<file path="src/rtl/frame_scheduler_if.sv">
// -----------------------------------------------------------------------------
// frame_scheduler_if
// Start/done handshake between the frame scheduler and its task engines.
//   task_start : one-hot, single-cycle start pulse from the scheduler
//   task_done  : per-engine done level or pulse, returned by the engines
// Modports:
//   master : the scheduler (drives task_start, observes task_done)
//   slave  : the engines   (observe task_start, drive task_done)
// -----------------------------------------------------------------------------
interface frame_scheduler_if #(
    parameter int NUM_TASKS = 3
);
    logic [NUM_TASKS-1:0] task_start;
    logic [NUM_TASKS-1:0] task_done;

    modport master (output task_start, input task_done);
    modport slave  (input task_start, output task_done);
endinterface

</file>
<file path="src/rtl/frame_scheduler.sv">
// -----------------------------------------------------------------------------
// frame_scheduler
// Derives the game frame tick from CLOCK_50 and runs the per-frame work as a
// fixed-order sequence of start/done handshakes with NUM_TASKS engines. Also
// keeps the frame-in-second and seconds counters for the HEX displays and
// counts ticks that arrived while the previous frame's work was still running.
// Ports:
//   CLOCK_50       in   system clock, rising edge
//   resetn         in   asynchronous active-low reset
//   enable         in   1 = tick divider runs, 0 = divider frozen (pause)
//   clear_overrun  in   synchronous clear of overrun_count
//   tasks          if   start/done handshake (master side)
//   frame_tick     out  1-cycle pulse per frame period
//   busy           out  1 while a frame's task sequence is in progress
//   frame_num      out  frame index within the second
//   seconds        out  elapsed seconds, wraps 255 -> 0
//   overrun_count  out  ticks dropped because the sequence was busy (saturating)
// -----------------------------------------------------------------------------
module frame_scheduler #(
    parameter int TICK_DIV       = 1666666,
    parameter int FRAMES_PER_SEC = 30,
    parameter int NUM_TASKS      = 3
) (
    input  logic              CLOCK_50,
    input  logic              resetn,
    input  logic              enable,
    input  logic              clear_overrun,
    frame_scheduler_if.master tasks,
    output logic              frame_tick,
    output logic              busy,
    output logic [4:0]        frame_num,
    output logic [7:0]        seconds,
    output logic [7:0]        overrun_count
);

    localparam int DIV_W = (TICK_DIV > 0) ? $clog2(TICK_DIV + 1) : 1;
    localparam int IDX_W = (NUM_TASKS > 1) ? $clog2(NUM_TASKS) : 1;

    localparam logic [DIV_W-1:0] TICK_MAX   = DIV_W'(TICK_DIV);
    localparam logic [IDX_W-1:0] IDX_LAST   = IDX_W'(NUM_TASKS - 1);
    localparam logic [4:0]       FRAME_LAST = 5'(FRAMES_PER_SEC - 1);

    typedef enum logic [1:0] {
        ST_IDLE  = 2'd0,
        ST_START = 2'd1,
        ST_WAIT  = 2'd2
    } state_t;

    // One-hot select vector for engine number sel.
    function automatic logic [NUM_TASKS-1:0] onehot(input logic [IDX_W-1:0] sel);
        return {{(NUM_TASKS-1){1'b0}}, 1'b1} << sel;
    endfunction

    logic [DIV_W-1:0]     div_r;
    logic                 tick_r;
    logic [4:0]           frame_num_r;
    logic [7:0]           seconds_r;
    logic [7:0]           overrun_r;
    state_t               state_r;
    state_t               state_s;
    logic [IDX_W-1:0]     idx_r;
    logic [IDX_W-1:0]     idx_s;
    logic [NUM_TASKS-1:0] start_r;
    logic [NUM_TASKS-1:0] start_s;
    logic                 busy_r;
    logic                 busy_s;
    logic                 done_sel_s;

    // Tick divider: counts enabled cycles, pulses tick_r for one cycle on wrap.
    always_ff @(posedge CLOCK_50 or negedge resetn) begin
        if (!resetn) begin
            div_r  <= {DIV_W{1'b0}};
            tick_r <= 1'b0;
        end else if (enable) begin
            if (div_r == TICK_MAX) begin
                div_r  <= {DIV_W{1'b0}};
                tick_r <= 1'b1;
            end else begin
                div_r  <= div_r + DIV_W'(1);
                tick_r <= 1'b0;
            end
        end else begin
            tick_r <= 1'b0;
        end
    end

    // Frame and seconds counters advance on every tick, including dropped ones.
    always_ff @(posedge CLOCK_50 or negedge resetn) begin
        if (!resetn) begin
            frame_num_r <= 5'd0;
            seconds_r   <= 8'd0;
        end else if (tick_r) begin
            if (frame_num_r == FRAME_LAST) begin
                frame_num_r <= 5'd0;
                seconds_r   <= seconds_r + 8'd1;
            end else begin
                frame_num_r <= frame_num_r + 5'd1;
            end
        end
    end

    // Overrun counter: a clear wins over a same-cycle increment; saturates at 255.
    always_ff @(posedge CLOCK_50 or negedge resetn) begin
        if (!resetn) begin
            overrun_r <= 8'd0;
        end else if (clear_overrun) begin
            overrun_r <= 8'd0;
        end else if (tick_r && (state_r != ST_IDLE) && (overrun_r != 8'hFF)) begin
            overrun_r <= overrun_r + 8'd1;
        end
    end

    // Only the done bit of the engine currently being waited on matters.
    assign done_sel_s = |(tasks.task_done & onehot(idx_r));

    // Sequencer next state; start and busy are computed from the next state so
    // they can be registered alongside it.
    always_comb begin
        state_s = state_r;
        idx_s   = idx_r;
        case (state_r)
            ST_IDLE: begin
                if (tick_r) begin
                    state_s = ST_START;
                    idx_s   = {IDX_W{1'b0}};
                end else begin
                    state_s = ST_IDLE;
                end
            end
            ST_START: begin
                state_s = ST_WAIT;
            end
            ST_WAIT: begin
                if (done_sel_s) begin
                    if (idx_r == IDX_LAST) begin
                        state_s = ST_IDLE;
                        idx_s   = {IDX_W{1'b0}};
                    end else begin
                        state_s = ST_START;
                        idx_s   = idx_r + IDX_W'(1);
                    end
                end else begin
                    state_s = ST_WAIT;
                end
            end
            default: begin
                state_s = ST_IDLE;
                idx_s   = {IDX_W{1'b0}};
            end
        endcase

        if (state_s == ST_START) begin
            start_s = onehot(idx_s);
        end else begin
            start_s = {NUM_TASKS{1'b0}};
        end
        busy_s = (state_s != ST_IDLE);
    end

    // Sequencer state plus its registered outputs.
    always_ff @(posedge CLOCK_50 or negedge resetn) begin
        if (!resetn) begin
            state_r <= ST_IDLE;
            idx_r   <= {IDX_W{1'b0}};
            start_r <= {NUM_TASKS{1'b0}};
            busy_r  <= 1'b0;
        end else begin
            state_r <= state_s;
            idx_r   <= idx_s;
            start_r <= start_s;
            busy_r  <= busy_s;
        end
    end

    assign tasks.task_start = start_r;
    assign frame_tick       = tick_r;
    assign busy             = busy_r;
    assign frame_num        = frame_num_r;
    assign seconds          = seconds_r;
    assign overrun_count    = overrun_r;

endmodule

</file>
<file path="src/flat_wrapper.sv">
// flat-port wrapper written by rule: the top's interface ports become plain ports
module frame_scheduler_flat 
#(
    parameter int TICK_DIV       = 1666666,
    parameter int FRAMES_PER_SEC = 30,
    parameter int NUM_TASKS      = 3
)
  (CLOCK_50, resetn, enable, clear_overrun, frame_tick, busy, frame_num, seconds, overrun_count, tasks_task_start, tasks_task_done);
  frame_scheduler_if #(.NUM_TASKS(NUM_TASKS)) tasks_i ();
  input  logic CLOCK_50;
  input  logic resetn;
  input  logic enable;
  input  logic clear_overrun;
  output logic frame_tick;
  output logic busy;
  output logic [4:0] frame_num;
  output logic [7:0] seconds;
  output logic [7:0] overrun_count;
  output wire logic [$bits(tasks_i.task_start)-1:0] tasks_task_start;
  input wire logic [$bits(tasks_i.task_done)-1:0] tasks_task_done;
  assign tasks_task_start = tasks_i.task_start;
  assign tasks_i.task_done = tasks_task_done;
  frame_scheduler #(.TICK_DIV(TICK_DIV), .FRAMES_PER_SEC(FRAMES_PER_SEC), .NUM_TASKS(NUM_TASKS)) u_core (.CLOCK_50(CLOCK_50), .resetn(resetn), .enable(enable), .clear_overrun(clear_overrun), .tasks(tasks_i), .frame_tick(frame_tick), .busy(busy), .frame_num(frame_num), .seconds(seconds), .overrun_count(overrun_count));
endmodule
</file>
<file path="config.mk">
export PLATFORM = sky130hd
export DESIGN_NAME = frame_scheduler_flat
export DESIGN_NICKNAME = d
export VERILOG_FILES = /design/src/rtl/frame_scheduler_if.sv /design/src/rtl/frame_scheduler.sv /design/src/flat_wrapper.sv
export SDC_FILE = /design/constraint.sdc
export NUM_CORES = 1
export LEC_CHECK = 0
export BUFFER_PORTS_ARGS = -buffer_cell sky130_fd_sc_hd__clkbuf_2
export CAP_MARGIN = 40
export CORE_MARGIN = 2
export CORE_UTILIZATION = 55
export DETAILED_ROUTE_END_ITERATION = 12
export PLACE_DENSITY_LB_ADDON = 0.15
export SKIP_CTS_REPAIR_TIMING = 1
export SYNTH_ARGS = -nofsm -noshare
export SYNTH_HDL_FRONTEND = slang
export SYNTH_SLANG_ARGS = --single-unit
export TNS_END_PERCENT = 30
</file>
<file path="constraint.sdc">
create_clock -name CLOCK_50 -period 2.45 [get_ports CLOCK_50]
set_input_delay 0.245 -clock CLOCK_50 [delete_from_list [all_inputs] [get_ports CLOCK_50]]
set_output_delay 0.245 -clock CLOCK_50 [all_outputs]
set_load 0.005 [all_outputs]
</file>
Word-level counts from Yosys, hierarchy flattened
Index checks and enable logic that the tools add are counted.
{"block": "totals", "regBits": 51, "out_inout_bits": 26, "word_cells": 47}
{"block": "classes", "addsub": 5, "n_eq_ne": 7, "shift": 2, "muxes": 15, "n_bitwise": 1, "n_reduce_logical": 8}
{"operator": "$add 21x1->21 const B", "n": 1}
{"operator": "$eq 21x21->1 const B", "n": 1}
{"operator": "$mux 21", "n": 1}
{"operator": "$add 8x1->8 const B", "n": 2}
{"operator": "$mux 8", "n": 2}
{"operator": "$pmux 2 s3", "n": 2}
{"operator": "$mux 2", "n": 4}
{"operator": "$ne 8x8->1 const B", "n": 1}
{"operator": "$reduce_bool 2->1", "n": 3}
{"operator": "$shl 1x2->3 const A", "n": 2}
{"operator": "$add 5x1->5 const B", "n": 1}
{"operator": "$eq 5x5->1 const B", "n": 1}
{"operator": "$mux 5", "n": 1}
{"operator": "$eq 2x1->1 const B", "n": 2}
{"operator": "$eq 2x2->1 const B", "n": 2}
{"operator": "$mux 1", "n": 4}
{"operator": "$and 3x3->3", "n": 1}
{"operator": "$mux 3", "n": 1}
{"operator": "$reduce_or 3->1", "n": 1}
{"operator": "$add 2x1->2 const B", "n": 1}
{"operator": "$logic_and 1x1->1", "n": 2}
{"operator": "$logic_not 2->1", "n": 1}
{"operator": "$reduce_and 2->1", "n": 1}

Depth between registers and ports, before layout
Gate-level depths: netlist of run 1.
{"block": "depth", "depth_word": 7, "depth_mapped": 7}

Least setup slack after synthesis of run 1
Ideal clock, no wire load.
{"block": "synth_timing", "kind": "reg2reg", "from": "reg u_core.div_r[1]", "to": "reg u_core.div_r[16]", "setup_ns": 0.077, "t_arrival_ns": 1.830, "path_slack_ns": 0.543, "stages_incl_launch_ff": 7, "path_buffers": 1, "period_less_slack_ns": 1.907, "cell_sequence": "dfrtp_1 -> ha_1 -> inv_1 -> or4_1 -> clkbuf_2 -> or4_1 -> a21oi_1"}
{"block": "synth_via", "elab_chain_len": 2, "elab_cells_between_ends": 3, "cone_classes": "add/sub: 1; eq/ne: 1; mux: 1"}
{"item": "from (decl)", "line": "frame_scheduler.sv:54", "rtl": "logic [DIV_W-1:0] div_r;"}
{"item": "from (signal assigned)", "line": "frame_scheduler.sv:72", "rtl": "div_r <= {DIV_W{1'b0}};"}
{"item": "from (signal assigned)", "line": "frame_scheduler.sv:76", "rtl": "div_r <= {DIV_W{1'b0}};"}
{"item": "from (signal assigned)", "line": "frame_scheduler.sv:79", "rtl": "div_r <= div_r + DIV_W'(1);"}
{"item": "$add 21x1->21 or $eq 21x21->1 (tied branches)", "line": "frame_scheduler.sv:79, frame_scheduler.sv:75"}
{"item": "$mux 21 *", "line": "frame_scheduler.sv:75", "rtl": "if (div_r == TICK_MAX) begin"}
Mark *: on every way between the ends. The rest lies on a longest branch, timed or not.
A chain may end at the register's enable or synchronous reset.

Worst setup path after layout of run 1
{"block": "layout_timing", "from": "reg u_core.div_r[1]", "to": "reg u_core.div_r[20]"}
The elaborated chain is that of the path after synthesis.

==> results.py, run 1 <==
metrics = {
    "sta": {
        "max_freq_ghz": 0.4842,
        "slew-limit-headroom_pct": 53.11,
        "rsz0062_at_grt": "no",
        "hold-worst-slack_ps": -32.09,
        "hold_viol_final": 27,
        "finClkSkew_ps": 7.835,
        "max_slew.worst_pin.slew_ps": 703.3,
        "fin_crit_ps": 2065,
        "slew_violations": 0,
        "period_share_pct": 84.29,
        "tns_ps": 0,
        "finalSetupViolCount": 0,
    },
    "route": {
        "vias_per_cell": 5.646,
        "ant_nets": 0,
        "first_pass_iters": 4,
        "drt_iter0_drc": 82,
        "wl_um": 4615,
        "num_vias": 1897,
        "post_drt_wl_per_cell_um": 13.74,
        "drcViolationCount": 0,
    },
    "worst_setup_path": {
        "worstPathMaxFanout": 7,
        "critPathArrivalTime_ps": 2300,
        "crit_start": "u_core.div_r[1]",
        "ff2ff_path_depth": 5,
        "worst_setup_path_end_kind": "flop",
        "r2r_start": "u_core.div_r[1]",
        "start_kind": "flop",
        "r2r_end": "u_core.div_r[20]",
        "critPathKind": "flop to flop",
        "r2r_setup_slack_ps": 380,
        "cp_data_required_time_ps": 2680,
    },
    "layout": {
        "area_delta_synth_final_pct": 13.30,
        "final_cells": 336,
        "layout_commonest_cell": "dfrtp_1",
        "layout_common_cells": "dfrtp_1, clkbuf_2, nor2_1",
        "drive_above_1_share_pct": 17.96,
        "fillers": 381,
        "final_nets": 296,
        "register_area_um2": 1276,
        "diodes": 0,
        "fin_util_pct": 64.63,
        "multi_input_area_um2": 1139,
    },
    "grt": {
        "grt_pass1_wl_um": 8321,
        "grt_usage_pct": 20.65,
        "grt_max_degree": 30,
        "antenna_found_initial": 0,
        "grt_pass1_vias": 1809,
        "overflow": 0,
    },
    "logic_synthesis": {
        "syn_nets": 258,
        "syn-instance-count": 245,
        "synth_edf_count": 0,
        "synthArstFlopShare_pct": 100.0,
        "synth_top_flop_cell": "dfrtp_1",
        "syn_area_um2": 2484,
        "synth_seq_area_share_pct": 51.39,
        "yosys_register_bits": 51,
        "synth_warnings": 0,
        "syn_area_per_cell_um2": 10.14,
        "synth_cell_types": 42,
    },
    "clock_network": {
        "root_buffer": "clkbuf_8",
        "htree_levels": 2,
        "cts_buffer_depth": 2,
        "numClockSinks": 51,
        "worst_skew_pair.late_latency_ps": 310,
        "cts_tree": "yes",
        "clkTransAtPathRegs_ps": 90,
        "numCtsBuffers": 5,
    },
    "outcome": {
        "violations": "negative hold slack",
        "status": "finished with violations",
    },
    "placed_design": {
        "place_congestion": 0.7905,
        "hpwl_um": 3428,
        "port_buffers": 32,
        "dp.cells": 328,
    },
    "floorplan": {
        "initial_utilization_pct": 57.04,
        "die_w_um": 71.20,
        "dieArea_um2": 5069,
        "core_area_um2": 4354,
        "die_h_um": 71.20,
        "io_pins": 33,
        "row_count": 24,
    },
    "flow_run": {
        "cap_violations": 0,
    },
    "power_and_ir_drop": {
        "p_leak_uw": 0.001286,
        "total_power_uw": 1749,
        "p_per_area_nw_per_um2": 621.7,
        "ir_worst_vdd_v": 0.0004156,
    },
    "hold_path": {
        "min_path_type": "input port to asynchronous set/reset pin",
    },
}
area by class of cell:
class | count | area share, %
clock inverter | 1 | 0.3112
multi-input combinational | 177 | 40.46
sequential | 51 | 45.35
timing repair buffer | 37 | 7.025
inverter | 11 | 1.467
tap | 52 | 2.312
clock buffer | 7 | 3.068
per-stage QoR:
step                      setup slack (ps)  instance area, um^2  hold slack [ps]
final                                384.9                 2814           -32.09
after global routing                 246.9                 2814            21.50
after CTS                            390.3                 2814           -2.114
after detailed placement             399.0                 2719            332.4
after global placement               467.8                 2719            324.7
after floorplan                      542.6                 2484           -50.59
flip-flops by register name, summed over array words and instances (netlist names):
register and count:
u_core.overrun_count 8, u_core.seconds 8, u_core.idx_r 2, u_core.state_r 2, u_core.frame_tick 1, u_core.busy 1, u_core.frame_num 5, u_core.tasks.task_start 3
u_core.div_r 21
cell families (layout without fill, tap and decap cells):
kind of cell / Yosys count / in the layout / share of synthesized area [%]
buffers and inverters: 17 / 56 / 2.771
xor gates and xnor gates: 23 / 23 / 8.111
DFF: 51 / 51 / 51.39
AOI/OAI and AO/OA: 39 / 39 / 9.472
and+or+nand+nor: 103 / 103 / 22.67
adders and majority gates: 6 / 6 / 3.023
muxes: 6 / 6 / 2.569
synthesized netlist by cell type (2+ instances only):
library cell	count	area, um^2
o22ai_1	2	12.51
o31ai_1	5	37.54
or3_2	2	15.01
inv_1	11	41.29
or4_1	5	37.54
nor4bb_1	2	20.02
nor2b_1	2	12.51
nor2_1	21	78.83
mux2i_1	3	30.03
ha_1	6	75.07
and4_1	3	26.28
nor4_1	4	25.02
nand3_1	13	65.06
dfrtp_1	51	1276
nand4_1	9	56.30
a21oi_1	9	45.04
clkbuf_1	3	11.26
xor2_1	7	61.31
mux2_2	3	33.78
o21ai_0	15	75.07
nor3_1	7	35.03
xnor2_1	16	140.1
nand2_1	20	75.07
nand2b_1	6	37.54
and3_1	3	18.77
layer usage:
layer  GRT usage [%]  up-vias  wire [um]  part of all wire (%)
met4           6.289        0         68                   1.5
li1                -      944          -                     -
met2           33.23       30       2268                    49
met1           28.36      917       2138                    46
met3           4.274        6        140                   3.0
met5               0        -          0                     0
where the power goes:
part           internal [uW]  switching [uW]  total [uW]
combinational            106             119         225
sequential               915             107        1020
clock                    232             271         503
how the worst max path moves through the flow:
stage / cells after the start / end
global route: 5 / u_core.div_r[20]
floorplan: 6 / u_core.div_r[16]
global placement: 5 / u_core.div_r[16]
finish: 5 / u_core.div_r[20]
detailed placement: 5 / u_core.div_r[16]
CTS: 5 / u_core.div_r[20]
critical path, cell delays in order (launching register included):
cell	delay (ps)
dfrtp_1	440
ha_1	240
inv_1	70
or4_1	660
or4_1	450
a21oi_1	150
Power figures use the tool's default switching activity.
==> inputs of run 2 (changes only) <==
--- a/config.mk
+++ b/config.mk
@@ -5,6 +5,7 @@
 export SDC_FILE = /design/constraint.sdc
 export NUM_CORES = 1
 export LEC_CHECK = 0
+export ABC_AREA = 1
 export BUFFER_PORTS_ARGS = -buffer_cell sky130_fd_sc_hd__clkbuf_2
 export CAP_MARGIN = 40
 export CORE_MARGIN = 2
==> constraint.sdc (replaced) <==
create_clock -name CLOCK_50 -period 2.1 [get_ports CLOCK_50]
set_input_delay 0.21 -clock CLOCK_50 [delete_from_list [all_inputs] [get_ports CLOCK_50]]
set_output_delay 0.21 -clock CLOCK_50 [all_outputs]
set_load 0.005 [all_outputs]
==> run 2 against run 1 <==
Compared with the run above: the run now ends clean; clock power increased by 30%; utilization decreased by 0.71 points; area after synthesis increased by 18%; fmax increased by 27%; worst setup slack improved by 94 ps; non-clock buffer count decreased by 4; design area increased by 16%; hold slack improved by 47 ps; sequential power increased by 19%; synthesized cell count increased by 51%; critical path depth increased by 4; global-route usage decreased by 0.059 points; largest power group unchanged.
==> results.py, run 2 <==
metrics = {
    "sta": {
        "period_share_pct": 77.18,
        "fin_crit_ps": 1621,
        "hold_viol_final": 0,
        "tns_ps": 0,
        "finClkSkew_ps": 10.02,
        "max_freq_ghz": 0.6169,
        "slew-limit-headroom_pct": 58.10,
        "slew_violations": 0,
        "max_slew.worst_pin.slew_ps": 628.6,
        "finalSetupViolCount": 0,
        "rsz0062_at_grt": "no",
    },
    "clock_network": {
        "root_buffer": "clkbuf_8",
        "htree_levels": 2,
        "cts_buffer_depth": 2,
        "numCtsBuffers": 5,
        "numClockSinks": 51,
        "cts_tree": "yes",
        "clkTransAtPathRegs_ps": 90,
        "worst_skew_pair.late_latency_ps": 300,
    },
    "worst_setup_path": {
        "slowest_stage": "dfrtp_1",
        "max_stage_delay_ps": 420,
        "cp_num_buf_inv": 1,
        "crit_chain": "inv_1, ha_1, nand2_1, nor3_2, nand2_1, nor2_1, nand3_1, nand2_1, nor2_2",
        "start_kind": "flop",
        "critPathArrivalTime_ps": 1820,
        "worst_setup_path_end_kind": "flop",
        "cp_data_required_time_ps": 2300,
        "critPathTopFamily": "simple AND/OR/NAND/NOR gates",
        "cpMostUsedCell": "nand2_1",
        "critPathKind": "flop to flop",
        "worstPathMaxFanout": 6,
    },
    "placed_design": {
        "placed_area_um2": 3162,
        "port_buffers": 32,
        "hpwl_um": 4381,
        "place_congestion": 0.8728,
    },
    "flow_run": {
        "cap_violations": 0,
    },
    "route": {
        "ant_nets": 0,
        "drcViolationCount": 0,
        "num_vias": 2469,
        "vias_per_cell": 5.165,
        "post_drt_wl_per_cell_um": 12.19,
        "first_pass_iters": 4,
        "drt_iter0_drc": 190,
        "wl_um": 5826,
    },
    "logic_synthesis": {
        "synth_top_area_cell": "dfrtp_1",
        "syn_area_per_cell_um2": 7.875,
        "syn-instance-count": 371,
        "synth_seq_area_share_pct": 43.68,
        "synth_edf_count": 0,
        "synth_top_flop_cell": "dfrtp_1",
        "ys_top_cells_by_area": "dfrtp_1, nand2_1, inv_1",
        "syn_nets": 384,
        "syn_area_um2": 2922,
        "synth_cell_types": 35,
        "synthMostInstantiatedCell": "nand2_1",
        "synthArstFlopShare_pct": 100.0,
        "synth_top_cell_area_share_pct": 43.68,
        "synth_common_cells": "nand2_1, dfrtp_1, inv_1",
        "synth_warnings": 0,
        "yosys_register_bits": 51,
    },
    "power_and_ir_drop": {
        "ir_worst_vdd_v": 0.0005792,
        "p_leak_uw": 0.001727,
        "p_per_area_nw_per_um2": 681.6,
    },
    "layout": {
        "final_nets": 421,
        "area_delta_synth_final_pct": 11.73,
        "fin_area_um2": 3264,
        "top_register": "u_core.div_r",
        "diodes": 0,
        "layout_common_cells": "nand2_1, dfrtp_1, inv_1",
        "layout_commonest_cell": "nand2_1",
        "fillers": 461,
        "drive_above_1_share_pct": 17.16,
        "largest_reg_flops": 21,
    },
    "grt": {
        "antenna_found_initial": 0,
        "overflow": 0,
        "grt_pass1_vias": 2239,
        "grt_max_degree": 52,
        "grt_pass1_wl_um": 9901,
        "grt_usage_pct": 20.59,
    },
    "floorplan": {
        "dieArea_um2": 5911,
        "core_area_um2": 5107,
        "die_h_um": 76.88,
        "die_w_um": 76.88,
        "io_pins": 33,
        "row_count": 26,
        "initial_utilization_pct": 57.20,
    },
    "outcome": {
        "status": "complete, no violations",
    },
    "hold_path": {
        "min_path_type": "input port to asynchronous set/reset pin",
    },
}
[run 2: cell types whose count changed after synthesis, sizes merged, moves of 6 or more]
cell	change
nand2b	-6
inv	+39
nand3	+19
nor2	+37
xor2	+9
nand4	+12
xnor2	-14
nand2	+76
[run 2: cell families after synthesis]
| logic type | count (synthesis) | share of synthesized area (%) |
|---|---|---|
| compound gates | 24 | 4.882 |
| flops | 51 | 43.68 |
| xor+xnor | 18 | 5.396 |
| simple gates | 218 | 36.32 |
| fa+ha+maj | 6 | 2.570 |
| buf+inv | 54 | 7.152 |
[run 2: path summary, 6_finish.rpt]
path                                   startpoint                 endpoint  slack (ps)  cells past startpoint
worst min-delay path                       resetn  u_core.overrun_count[4]          20                      2
worst min register to register  u_core.seconds[2]        u_core.seconds[2]         520                      1
max in group asynchronous                  resetn          u_core.div_r[0]        1660                      2
min in group CLOCK_50               clear_overrun  u_core.overrun_count[6]         130                      2
worst max register to register    u_core.div_r[0]         u_core.div_r[19]         480                      9
worst max-delay path              u_core.div_r[0]         u_core.div_r[19]         480                      9
[run 2: final cells by class]
class	instances	area (um^2)	share of cell area, %
multi-input combinational	266	1436	44.00
inverter	51	193.9	5.941
clock buffer	6	72.57	2.223
timing repair buffer	33	167.7	5.136
tap	70	87.58	2.683
sequential	51	1276	39.10
clock inverter	1	30.03	0.9199
[run 2: where the power goes]
part	leakage [uW]	total, uW	switching (uW)	internal (uW)
clock network	0.0000513	653	303	350
registers	0.000667	1210	144	1060
logic	0.00101	366	241	125
[run 2: metal layers]
layer / GRT usage (%) / wire length (um) / vias up
met1: 29.87 / 2837 / 1137
met4: 5.091 / 79 / 0
met2: 32.37 / 2603 / 59
met5: 0 / 0 / -
li1: - / - / 1262
met3: 3.294 / 306 / 11
[run 2: through the flow]
| stage | setup slack, ps | std cells | hold WS [ps] | utilization [%] | total power [uW] |
|---|---|---|---|---|---|
| 4_1_cts | 473.7 | 478 | 44.20 | 63.91 | 2247 |
| 6_report | 479.1 | 478 | 15.13 | 63.91 | 2225 |
| 3_5_place_dp | 484.0 | 471 | 368.4 | 61.91 | 1587 |
| 2_1_floorplan | 656.0 | 371 | -85.59 | - | 1477 |
| 3_3_place_gp | 518.2 | 471 | 363.3 | 61.91 | 1575 |
| 5_1_grt | 270.0 | 478 | 70.95 | 63.91 | 2364 |
==> inputs of run 3 (changes only) <==
--- a/config.mk
+++ b/config.mk
@@ -5,7 +5,7 @@
 export SDC_FILE = /design/constraint.sdc
 export NUM_CORES = 1
 export LEC_CHECK = 0
-export ABC_AREA = 1
+export ABC_AREA = 0
 export BUFFER_PORTS_ARGS = -buffer_cell sky130_fd_sc_hd__clkbuf_2
 export CAP_MARGIN = 40
 export CORE_MARGIN = 2
==> constraint.sdc (replaced) <==
create_clock -name CLOCK_50 -period 1.6 [get_ports CLOCK_50]
set_input_delay 0.16 -clock CLOCK_50 [delete_from_list [all_inputs] [get_ports CLOCK_50]]
set_output_delay 0.16 -clock CLOCK_50 [all_outputs]
set_load 0.005 [all_outputs]
==> run 3 against run 2 <==
Compared with the run above: the flow now finishes with violations (negative setup slack); critical path depth down 4; clock power up 34%; largest cell class is now flip-flops and latches; hold slack better by 88 ps; critical path type unchanged.
==> results.py, run 3 (same netlist as run 1, synthesis figures left out) <==
metrics = {
    "flow_run": {
        "cap_violations": 0,
    },
    "sta": {
        "tns_ps": -552.9,
        "slew-limit-headroom_pct": 67.16,
        "slew_violations": 0,
        "max_freq_ghz": 0.5670,
        "rsz0062_at_grt": "yes",
        "finalSetupViolCount": 9,
        "worst_slack_ps": -163.6,
        "fin_crit_ps": 1764,
        "finClkSkew_ps": 6.318,
        "max_slew.worst_pin.slew_ps": 488.1,
        "period_share_pct": 110.2,
        "hold_viol_final": 0,
    },
    "worst_setup_path": {
        "worstPathMaxFanout": 4,
        "critPathTopFamily": "simple AND/OR/NAND/NOR gates",
        "worst_setup_path_end_kind": "flop",
        "crit_chain": "ha_2, inv_2, or4_4, or4_1, a21oi_2",
        "max_stage_delay_ps": 500,
        "critPathKind": "flop to flop",
        "slowest_stage": "or4_4",
        "cp_num_buf_inv": 1,
        "cp_data_required_time_ps": 1840,
        "start_kind": "flop",
        "critPathArrivalTime_ps": 2000,
    },
    "route": {
        "ant_nets": 0,
        "vias_per_cell": 5.541,
        "first_pass_iters": 4,
        "post_drt_wl_per_cell_um": 14.01,
        "drcViolationCount": 0,
        "num_vias": 2111,
        "drt_iter0_drc": 97,
        "wl_um": 5339,
    },
    "clock_network": {
        "cts_tree": "yes",
        "cts_buffer_depth": 2,
        "clkTransAtPathRegs_ps": 90,
        "numCtsBuffers": 5,
        "root_buffer": "clkbuf_8",
        "htree_levels": 2,
        "worst_skew_pair.late_latency_ps": 300,
        "numClockSinks": 51,
    },
    "floorplan": {
        "dieArea_um2": 5069,
        "die_w_um": 71.20,
        "io_pins": 33,
        "row_count": 24,
        "core_area_um2": 4354,
        "initial_utilization_pct": 57.04,
        "die_h_um": 71.20,
    },
    "layout": {
        "layout_common_cells": "dfrtp_1, buf_4, clkbuf_2",
        "layout_commonest_cell": "dfrtp_1",
        "fillers": 309,
        "fin_util_pct": 75.23,
        "largest_reg_flops": 21,
        "final_nets": 342,
        "area_delta_synth_final_pct": 31.89,
        "final_cells": 381,
        "diodes": 0,
        "drive_above_1_share_pct": 34.65,
        "fin_area_um2": 3276,
        "top_register": "u_core.div_r",
    },
    "placed_design": {
        "place_congestion": 0.8611,
        "placed_area_um2": 3069,
        "hpwl_um": 3840,
        "port_buffers": 32,
        "dp.cells": 371,
    },
    "grt": {
        "grt_pass1_wl_um": 9025,
        "grt_pass1_vias": 2044,
        "antenna_found_initial": 0,
        "grt_max_degree": 52,
        "overflow": 0,
        "grt_usage_pct": 22.55,
    },
    "power_and_ir_drop": {
        "total_power_uw": 2969,
        "ir_worst_vdd_v": 0.0005469,
        "p_per_area_nw_per_um2": 906.4,
        "p_leak_uw": 0.001527,
    },
    "outcome": {
        "status": "finished with violations",
        "violations": "negative setup slack",
    },
    "hold_path": {
        "min_path_type": "input port to flop",
    },
}
-- run 3: final timing paths --
check | startpoint | end | slack (ps) | depth (start not counted)
max reg2reg | u_core.div_r[0] | u_core.div_r[20] | -160 | 5
min reg2reg | u_core.seconds[7] | u_core.seconds[7] | 480 | 1
max in group asynchronous | resetn | u_core.div_r[15] | 990 | 3
min in group asynchronous | resetn | u_core.tasks.task_start[1] | 370 | 3
max | u_core.div_r[0] | u_core.div_r[20] | -160 | 5
min | tasks_task_done[1] | u_core.tasks.task_start[2] | 100 | 3
-- run 3: metal layers --
| layer | routed length (um) | GRT usage (%) | part of all wire (%) |
|---|---|---|---|
| met1 | 2453 | 29.52 | 46 |
| met2 | 2623 | 36.73 | 49 |
| met3 | 178 | 5.413 | 3.3 |
| met4 | 82 | 7.966 | 1.5 |
| met5 | 0 | 0 | 0 |
-- run 3: layout make-up --
type / instances / area (um^2) / area share, %
multi-input cells: 177 / 1212 / 37.01
well taps: 52 / 65.06 / 1.986
clock inverters: 2 / 37.54 / 1.146
repair buffers: 83 / 574.3 / 17.53
clock buffers: 5 / 68.82 / 2.101
inverters: 11 / 41.29 / 1.261
flip-flops and latches: 51 / 1276 / 38.96
-- run 3: metrics by stage --
stage	hold slack [ps]	worst slack (ps)
floorplan	-135.6	-256.9
global placement	174.2	-96.88
detailed placement	173.2	-165.4
CTS	-154.1	-185.6
global route	114.4	-221.9
finish	102.7	-163.6
-- run 3: worst reg2reg max path: stages, from the launching register on --
cell	delay (ps)
dfrtp_1	380
ha_2	200
inv_2	40
or4_4	500
or4_1	450
a21oi_2	130
-- run 3: power breakdown --
| group | internal [uW] | total (uW) | leakage, uW | switching, uW |
|---|---|---|---|---|
| Combinational | 302 | 595 | 0.000787 | 292 |
| Clock | 457 | 874 | 0.0000502 | 417 |
| Sequential | 1400 | 1500 | 0.000690 | 98.6 |
